<file path="config.mk">
export PLATFORM = sky130hd
export DESIGN_NAME = wm_phase_timer
export DESIGN_NICKNAME = d
export VERILOG_FILES = /design/src/rtl/wm_phase_timer.sv
export SDC_FILE = /design/constraint.sdc
export NUM_CORES = 1
export LEC_CHECK = 0
export BUFFER_PORTS_ARGS = -buffer_cell sky130_fd_sc_hd__buf_4
export CAP_MARGIN = 20
export CORE_UTILIZATION = 35
export CTS_CLUSTER_DIAMETER = 120
export DETAILED_ROUTE_END_ITERATION = 10
export PLACE_DENSITY = 0.61
export SLEW_MARGIN = 20
export SYNTH_ARGS = -nofsm -noshare
export SYNTH_HDL_FRONTEND = slang
export SYNTH_SLANG_ARGS = --single-unit
</file>
<file path="constraint.sdc">
create_clock -name clk -period 3.9 [get_ports clk]
set_input_delay 0.39 -clock clk [delete_from_list [all_inputs] [get_ports clk]]
set_output_delay 0.39 -clock clk [all_outputs]
set_load 0.02 [all_outputs]
</file>
<file path="src/rtl/wm_phase_timer.sv">
// wm_phase_timer
// Countdown responder for the washer control FSM's phase-timer requests.
// A phase duration (in 100 ms counts) is loaded together with a 2-bit step
// index and counted down on a prescaled tick. On expiry, the o_response bit
// selected by the latched step pulses for one cycle. o_time carries the
// remaining counts to the time-to-digits/display path.
//
// Optional feature macro: WM_PAUSE_EN
//   When defined, the i_pause input is added. While it is high in RUN, the
//   prescaler and o_time are frozen. Load and abort still act during pause.
//   When undefined, the port does not exist and counting never freezes.

module wm_phase_timer #(
    parameter int CLK_HZ     = 50_000_000,
    parameter int TICK_HZ    = 10,
    parameter int ACCEL_MULT = 60,
    parameter int CNT_W      = 16
) (
    input  logic             clk,
    input  logic             rst,
    input  logic             timeshift,
    input  logic             i_start,
    input  logic [CNT_W-1:0] i_state,
    input  logic [1:0]       i_step,
`ifdef WM_PAUSE_EN
    input  logic             i_pause,
`endif
    output logic [3:0]       o_response,
    output logic [CNT_W-1:0] o_time,
    output logic             o_busy
);

    // Prescaler divide ratios. The fast ratio never drops below one clock.
    localparam int DIV          = CLK_HZ / TICK_HZ;
    localparam int DIV_FAST_RAW = DIV / ACCEL_MULT;
    localparam int DIV_FAST     = (DIV_FAST_RAW < 1) ? 1 : DIV_FAST_RAW;

    // The prescaler never holds more than DIV-1, so clog2(DIV) bits suffice.
    localparam int PRE_W = (DIV > 1) ? $clog2(DIV) : 1;

    localparam logic [PRE_W-1:0] LIM_SLOW_M1 = PRE_W'(DIV - 1);
    localparam logic [PRE_W-1:0] LIM_FAST_M1 = PRE_W'(DIV_FAST - 1);

    typedef enum logic [1:0] {
        IDLE = 2'd0,
        RUN  = 2'd1,
        HOLD = 2'd2
    } state_t;

    state_t             state_reg, state_next;
    logic [CNT_W-1:0]   time_reg, time_next;
    logic [PRE_W-1:0]   pre_reg, pre_next;
    logic [1:0]         step_reg, step_next;
    logic               start_reg, start_next;
    logic [3:0]         response_reg, response_next;
    logic               busy_reg, busy_next;

    logic [PRE_W-1:0]   lim_m1;
    logic               tick;
    logic               load;
    logic               paused;
    logic               expire;

`ifdef WM_PAUSE_EN
    assign paused = i_pause;
`else
    assign paused = 1'b0;
`endif

    // timeshift is active-low: 0 selects the accelerated rate.
    assign lim_m1 = timeshift ? LIM_SLOW_M1 : LIM_FAST_M1;

    // The compare is ">=" so that switching to the fast rate while the
    // prescaler is already past the fast limit ticks on the next edge.
    assign tick = (pre_reg >= lim_m1);

    // A load is a rising i_start, or a new step index while i_start stays high.
    assign load = i_start & (~start_reg | (i_step != step_reg));

    // Next-state and datapath decisions, in priority order: load, abort,
    // expiry, then tick decrement.
    always_comb begin
        state_next = state_reg;
        time_next  = time_reg;
        pre_next   = pre_reg;
        step_next  = step_reg;
        start_next = i_start;
        expire     = 1'b0;

        if (load) begin
            // A load in RUN abandons the running phase without a response.
            state_next = RUN;
            time_next  = i_state;
            step_next  = i_step;
            pre_next   = '0;
        end else begin
            case (state_reg)
                RUN: begin
                    if (!i_start) begin
                        state_next = IDLE;
                        time_next  = '0;
                        pre_next   = '0;
                    end else if (!paused) begin
                        if (time_reg == '0) begin
                            // A zero-length phase expires one cycle after its load.
                            expire     = 1'b1;
                            state_next = HOLD;
                            pre_next   = '0;
                        end else if (tick) begin
                            pre_next = '0;
                            if (time_reg == CNT_W'(1)) begin
                                time_next  = '0;
                                expire     = 1'b1;
                                state_next = HOLD;
                            end else begin
                                time_next = time_reg - CNT_W'(1);
                            end
                        end else begin
                            pre_next = pre_reg + PRE_W'(1);
                        end
                    end
                end
                HOLD: begin
                    time_next = '0;
                    pre_next  = '0;
                    if (!i_start) begin
                        state_next = IDLE;
                    end
                end
                IDLE: begin
                    time_next = '0;
                    pre_next  = '0;
                end
                default: begin
                    state_next = IDLE;
                    time_next  = '0;
                    pre_next   = '0;
                end
            endcase
        end

        busy_next = (state_next == RUN);
    end

    // One-hot response decode. On expiry, the bit matches the latched step.
    generate
        for (genvar gi = 0; gi < 4; gi++) begin : g_resp
            assign response_next[gi] = expire & (step_reg == 2'(gi));
        end
    endgenerate

    // State and datapath registers. Reset clears every output at once.
    always_ff @(posedge clk or posedge rst) begin
        if (rst) begin
            state_reg    <= IDLE;
            time_reg     <= '0;
            pre_reg      <= '0;
            step_reg     <= 2'd0;
            start_reg    <= 1'b0;
            response_reg <= 4'b0000;
            busy_reg     <= 1'b0;
        end else begin
            state_reg    <= state_next;
            time_reg     <= time_next;
            pre_reg      <= pre_next;
            step_reg     <= step_next;
            start_reg    <= start_next;
            response_reg <= response_next;
            busy_reg     <= busy_next;
        end
    end

    assign o_response = response_reg;
    assign o_time     = time_reg;
    assign o_busy     = busy_reg;

endmodule

</file>
-- After elaboration in Yosys (flattened, before gate mapping)
Cells that the tools add are included.
- register bits after elaboration: 49
- input port bits: 22
- logic and storage cells: 56
- add/subtract/negate cells: 2
- magnitude comparators: 1
- eq/ne operators: 10
- multiplexer cells: 25
- bitwise operators: 7
- reduce and logical (&&, ||, !) cells: 4
- operator list (cell ; count):
    23-bit 2-to-1 mux ; 6
    16-bit 2-to-1 mux ; 6
    23-bit by 1-bit adder with 23-bit output (second input constant) ; 1
    23-bit greater-or-equal comparator ; 1
    16-bit by 1-bit equality test with 1-bit output (second input constant) ; 1
    16-bit logical NOT ; 1
    16-bit by 1-bit subtractor with 16-bit output (second input constant) ; 1
    2-bit 2-to-1 mux ; 6
    4-bit inequality test (second input constant) ; 2
    2-bit by 1-bit equality test with 1-bit output (second input constant) ; 3
    2-bit equality test (second input constant) ; 3
    1-bit 2-to-1 mux ; 6
    2-bit case mux with 3 select lines ; 1
    1-bit bitwise AND ; 5
    2-bit logical NOT ; 2
    2-bit inequality test ; 1
    2-bit AND reduction ; 1
    1-bit inverter ; 1
    1-bit OR ; 1

-- Longest topological paths before layout
- word-level depth: 8
- depth in mapped cells: 10
- depth with buffers taken out: 8

-- Worst setup path before layout
OpenSTA, ideal clock, no wires.
- path kind: register to register
- from: reg time_reg[0], in the netlist o_time[0]
- to: reg time_reg[8], in the netlist o_time[8]
- arrival: 2283 ps
- data required time: 3778 ps
- slack: 1495 ps
- stages on the path, launching flop included: 9
- buffers on the path: 1
- clock period less this slack: 2405 ps
- cell sequence: dfrtp_1 -> inv_1 -> ha_1 -> or4b_4 -> nor2_2 -> nand3_4 -> a21o_1 -> buf_6 -> a32o_1
- cells in the longest elaborated chain, start to end: 7
- elaborated cells between the ends (all ways): 11
- those cells by class: add/sub: 1; eq/ne: 2; mux: 6; reduce/logical: 2
- ends and longest elaborated chain (element ; line ; text):
    start, declared ; 51 ; logic [CNT_W-1:0] time_reg, time_next;
    start signal, assigned ; 164 ; time_reg <= time_next;
    16-bit by 1-bit subtractor with 16-bit output or 16-bit by 1-bit equality test with 1-bit output (tied branches) ; 116, 111 ;
    16-bit 2-to-1 mux ; 111 ; if (time_reg == CNT_W'(1)) begin
    16-bit 2-to-1 mux ; 109 ; end else if (tick) begin
    16-bit 2-to-1 mux ; 104 ; if (time_reg == '0) begin
    16-bit 2-to-1 mux ; 99 ; if (!i_start) begin
    16-bit 2-to-1 mux ; 97 ; case (state_reg)
    16-bit 2-to-1 mux ; 90 ; if (load) begin
Parallel ways exist; a longest one is shown, timed or not. The select of a mux whose other input is x is not followed.
A chain may end at the register's enable or synchronous reset.

-- Worst setup path after layout
- from: reg pre_reg[16]
- to: reg time_reg[1], in the netlist o_time[1]
- cells in the longest elaborated chain, start to end: 3
- ends and longest elaborated chain (element ; line ; text):
    start, declared ; 52 ; logic [PRE_W-1:0] pre_reg, pre_next;
    start signal, assigned ; 165 ; pre_reg <= pre_next;
    23-bit greater-or-equal comparator ; 75 ; assign tick = (pre_reg >= lim_m1);
    4-bit inequality test (no line) ; -- ;
    2-bit AND reduction (no line) ; -- ;
No other way between the ends.

==> key figures <==
Setup path
  • CP startpoint: pre_reg[16]$_DFF_PP0_
  • Critical Path AT: 3.08 ns
  • FF-to-FF End: o_time[1]$_DFFE_PP0P_
  • Startpoint Class: flop
  • WP data required: 4.13 ns
  • End of the critical path: o_time[1]$_DFFE_PP0P_
  • CP Class: flop to flop
  • Crit Path Max Fanout: 14
  • FF-to-FF Start: pre_reg[16]$_DFF_PP0_
  • R2R depth: 6
  • Worst R2R Setup Slack: roughly 1.0 ns
  • Crit path capture type: flop

Pwr
  • Leakage Power: 1.60 nW
  • PD cells: 296 mW/mm^2
  • Cell Int Power: 0.740 mW
  • Sequential Power Share: 0.523
  • Psw: 0.328 mW
  • Power, Total: 1.07 mW
  • Logic gate share of total power: 0.204
  • VDD IR max: about 0.14 mV
  • Clock share of power: 0.274
  • Switching share of power: 0.307

Die
  • Die Ht: around 97 microns
  • Starting Density: 0.360
  • Ports: 43
  • Total core area: 0.00868 sq mm
  • Horiz. Die Dim: 96.5 microns
  • Die ar.: 0.00931 sq mm
  • Cell row count: 34

Synth
  • FF+latch count, synth: 49
  • Top FF cell, synth: dfrtp_1
  • Average size of a mapped cell: 9.86 sq um
  • Gate count of the mapped netlist: roughly 320
  • YS warnings: 0
  • Mapped Area: 0.00313 sq mm
  • Ys async rst share: 1.00
  • Post-synth EDFFs: 0
  • Distinct cells, synth: 54
  • Net Count, Synth: 355
  • Post-synthesis sequential area ratio: 0.392

Detailed routing
  • ANT nets after route: 0
  • DRT iter0 DRCs: between 100 and 150
  • Via Count: 2551
  • WL final: 7090 microns
  • Routed vias/inst: between 5 and 6
  • Wire per inst: 15.1 microns
  • DRT Pass-1 Iters: 4
  • DRC Markers: 0

Finish
  • Largest register FFs: 23
  • Synth-to-layout area growth: 15.6%
  • Nets: 397
  • Most frequent cells in the layout: 49 x dfrtp_1, 45 x buf_4, 30 x nor2_1, 30 x nand2_1, 20 x nand3_1
  • Layout cells sized above 1: 0.214
  • Commonest non-fill, non-tap cell in the layout: dfrtp_1
  • Antenna diodes: 0

Placement
  • Placer congestion estimate: 0.829
  • DP HPWL: ~5200 microns
  • Port Buffers: 42

STA
  • Final Hold Fails: 0
  • Max-slew headroom: 0.444
  • Final Setup Violations: 0
  • Worst Skew: 0.00991 ns
  • Period utilization: 0.731
  • RSZ-0062 raised after global routing: no
  • Setup TNS: 0 ns
  • Least-Margin Pin Slew: between 0.8 and 0.9 ns
  • Max-slew violation count: 0
  • Min cycle time layout: 2.85 ns
  • F_max: 351 MHz

Job
  • Maximum capacitance violations: 0

GRT
  • Vias in the first global route: 2410
  • Total grt overflow: 0
  • Initial antenna violation count: 0
  • GRT Resource Usage Total: 0.163
  • Largest net degree at the start of global routing: 50
  • Global-route wire length before repair: between 10000 and 15000 microns

Clock tree
  • Clock input transition at the sequential cells of the worst setup and hold paths: ~0.09 ns
  • Maximum root-to-sink buffer count: 2
  • Hold Buf Count CTS: 0
  • Clock Root Buffer: clkbuf_8
  • Resized Gates After CTS: 0
  • Clk_lat worst skew: 0.30 ns
  • Clock sinks: 49
  • CTS tree: built
  • Postcts setup bufs: 0
  • CTS buffer count: 5
  • H-tree levels: 2

Outcome
  • Status: completed

Hold path
  • Hold WC Path Type: input port to asynchronous set/reset pin
power by group through the flow:
stage	Clock, mW	Sequential (mW)	Combinational [mW]
after floorplan	0	0.580	0.130
after global placement	0	0.568	0.218
after detailed placement	0	0.569	0.219
after CTS	0.310	0.558	0.220
after global routing	0.320	0.564	0.241
final	0.293	0.559	0.218
per-layer routing:
metal | vias up | routed length, microns | global-route usage
li1 | 1260 | - | -
met1 | 1212 | 3470 | 0.243
met2 | 72 | 3260 | 0.248
met3 | 7 | 302 | 0.0243
met4 | 0 | 51 | 0.0343
met5 | - | 0 | 0
synthesized netlist by cell type, drive strengths merged (2+ instances only):
cell | n | area [sq um]
a211o | 3 | 26.3
a21o | 6 | 45.0
a21oi | 4 | 20.0
a22o | 9 | 78.8
a32o | 12 | 120
and3 | 8 | 50.1
and4 | 4 | 35.0
buf | 7 | 61.3
clkbuf | 3 | 11.3
dfrtp | 49 | 1230
ha | 16 | 200
inv | 9 | 33.8
mux2 | 2 | 22.5
nand2 | 30 | 113
nand3 | 21 | 118
nand4 | 10 | 62.6
nand4b | 2 | 17.5
nor2 | 42 | 252
nor3 | 11 | 60.1
nor3b | 2 | 15.0
nor4 | 8 | 50.1
nor4b | 3 | 26.3
o21ai | 8 | 40.0
o311ai | 2 | 32.5
o31ai | 2 | 15.0
or3 | 2 | 17.5
or4 | 3 | 22.5
xnor2 | 7 | 61.3
xor2 | 16 | 140
logic make-up after synthesis:
kind of cell / count (synthesis) / share of synthesized area
and+or+nand+nor: 153 / 0.290
muxes: 3 / 0.0104
DFF: 49 / 0.392
xor gates and xnor gates: 23 / 0.0645
AOI/OAI and AO/OA: 54 / 0.145
buffers and inverters: 19 / 0.0340
adders and majority gates: 16 / 0.0641
worst min-delay path by stage:
stage | endpoint | from | slack, ns | depth (start not counted)
finish | o_response[1]$_DFF_PP0_ | rst | 0.23 | 2
global route | start_reg$_DFF_PP0_ | i_start | 0.25 | 1
CTS | start_reg$_DFF_PP0_ | i_start | 0.24 | 1
detailed placement | pre_reg[0]$_DFF_PP0_ | pre_reg[0]$_DFF_PP0_ | 0.52 | 1
global placement | pre_reg[0]$_DFF_PP0_ | pre_reg[0]$_DFF_PP0_ | 0.51 | 1
floorplan | start_reg$_DFF_PP0_ | i_start | 0.42 | 0
critical path, stage by stage (launching register included):
cell	delay (ns)
dfrtp_1	0.42
ha_1	0.30
nor4b_1	0.28
nand4b_1	0.23
o311ai_2	0.79
a21o_1	0.52
mux2i_1	0.24
metrics by stage:
| step | utilization | instance area (sq um) | cells | setup slack, ns | hold slack, ns |
|---|---|---|---|---|---|
| after global routing | 0.416 | 3610 | 468 | 0.768 | 0.245 |
| after CTS | 0.416 | 3610 | 468 | 1.06 | 0.244 |
| after global placement | 0.406 | 3530 | 460 | 0.977 | 0.507 |
| after detailed placement | 0.406 | 3530 | 460 | 0.875 | 0.519 |
| after floorplan | - | 3130 | 317 | 1.50 | 0.421 |
| final | 0.416 | 3610 | 468 | 1.05 | 0.229 |
final cells by class:
cell class	count	area, sq um
clock inverter	3	17.5
inverter	9	35.0
tap	108	135
fill	886	5060
clock buffer	5	68.8
multi-input combinational	249	1790
sequential	49	1230
timing repair buffer	45	338
Note: power is estimated with default switching activity, not from simulation.
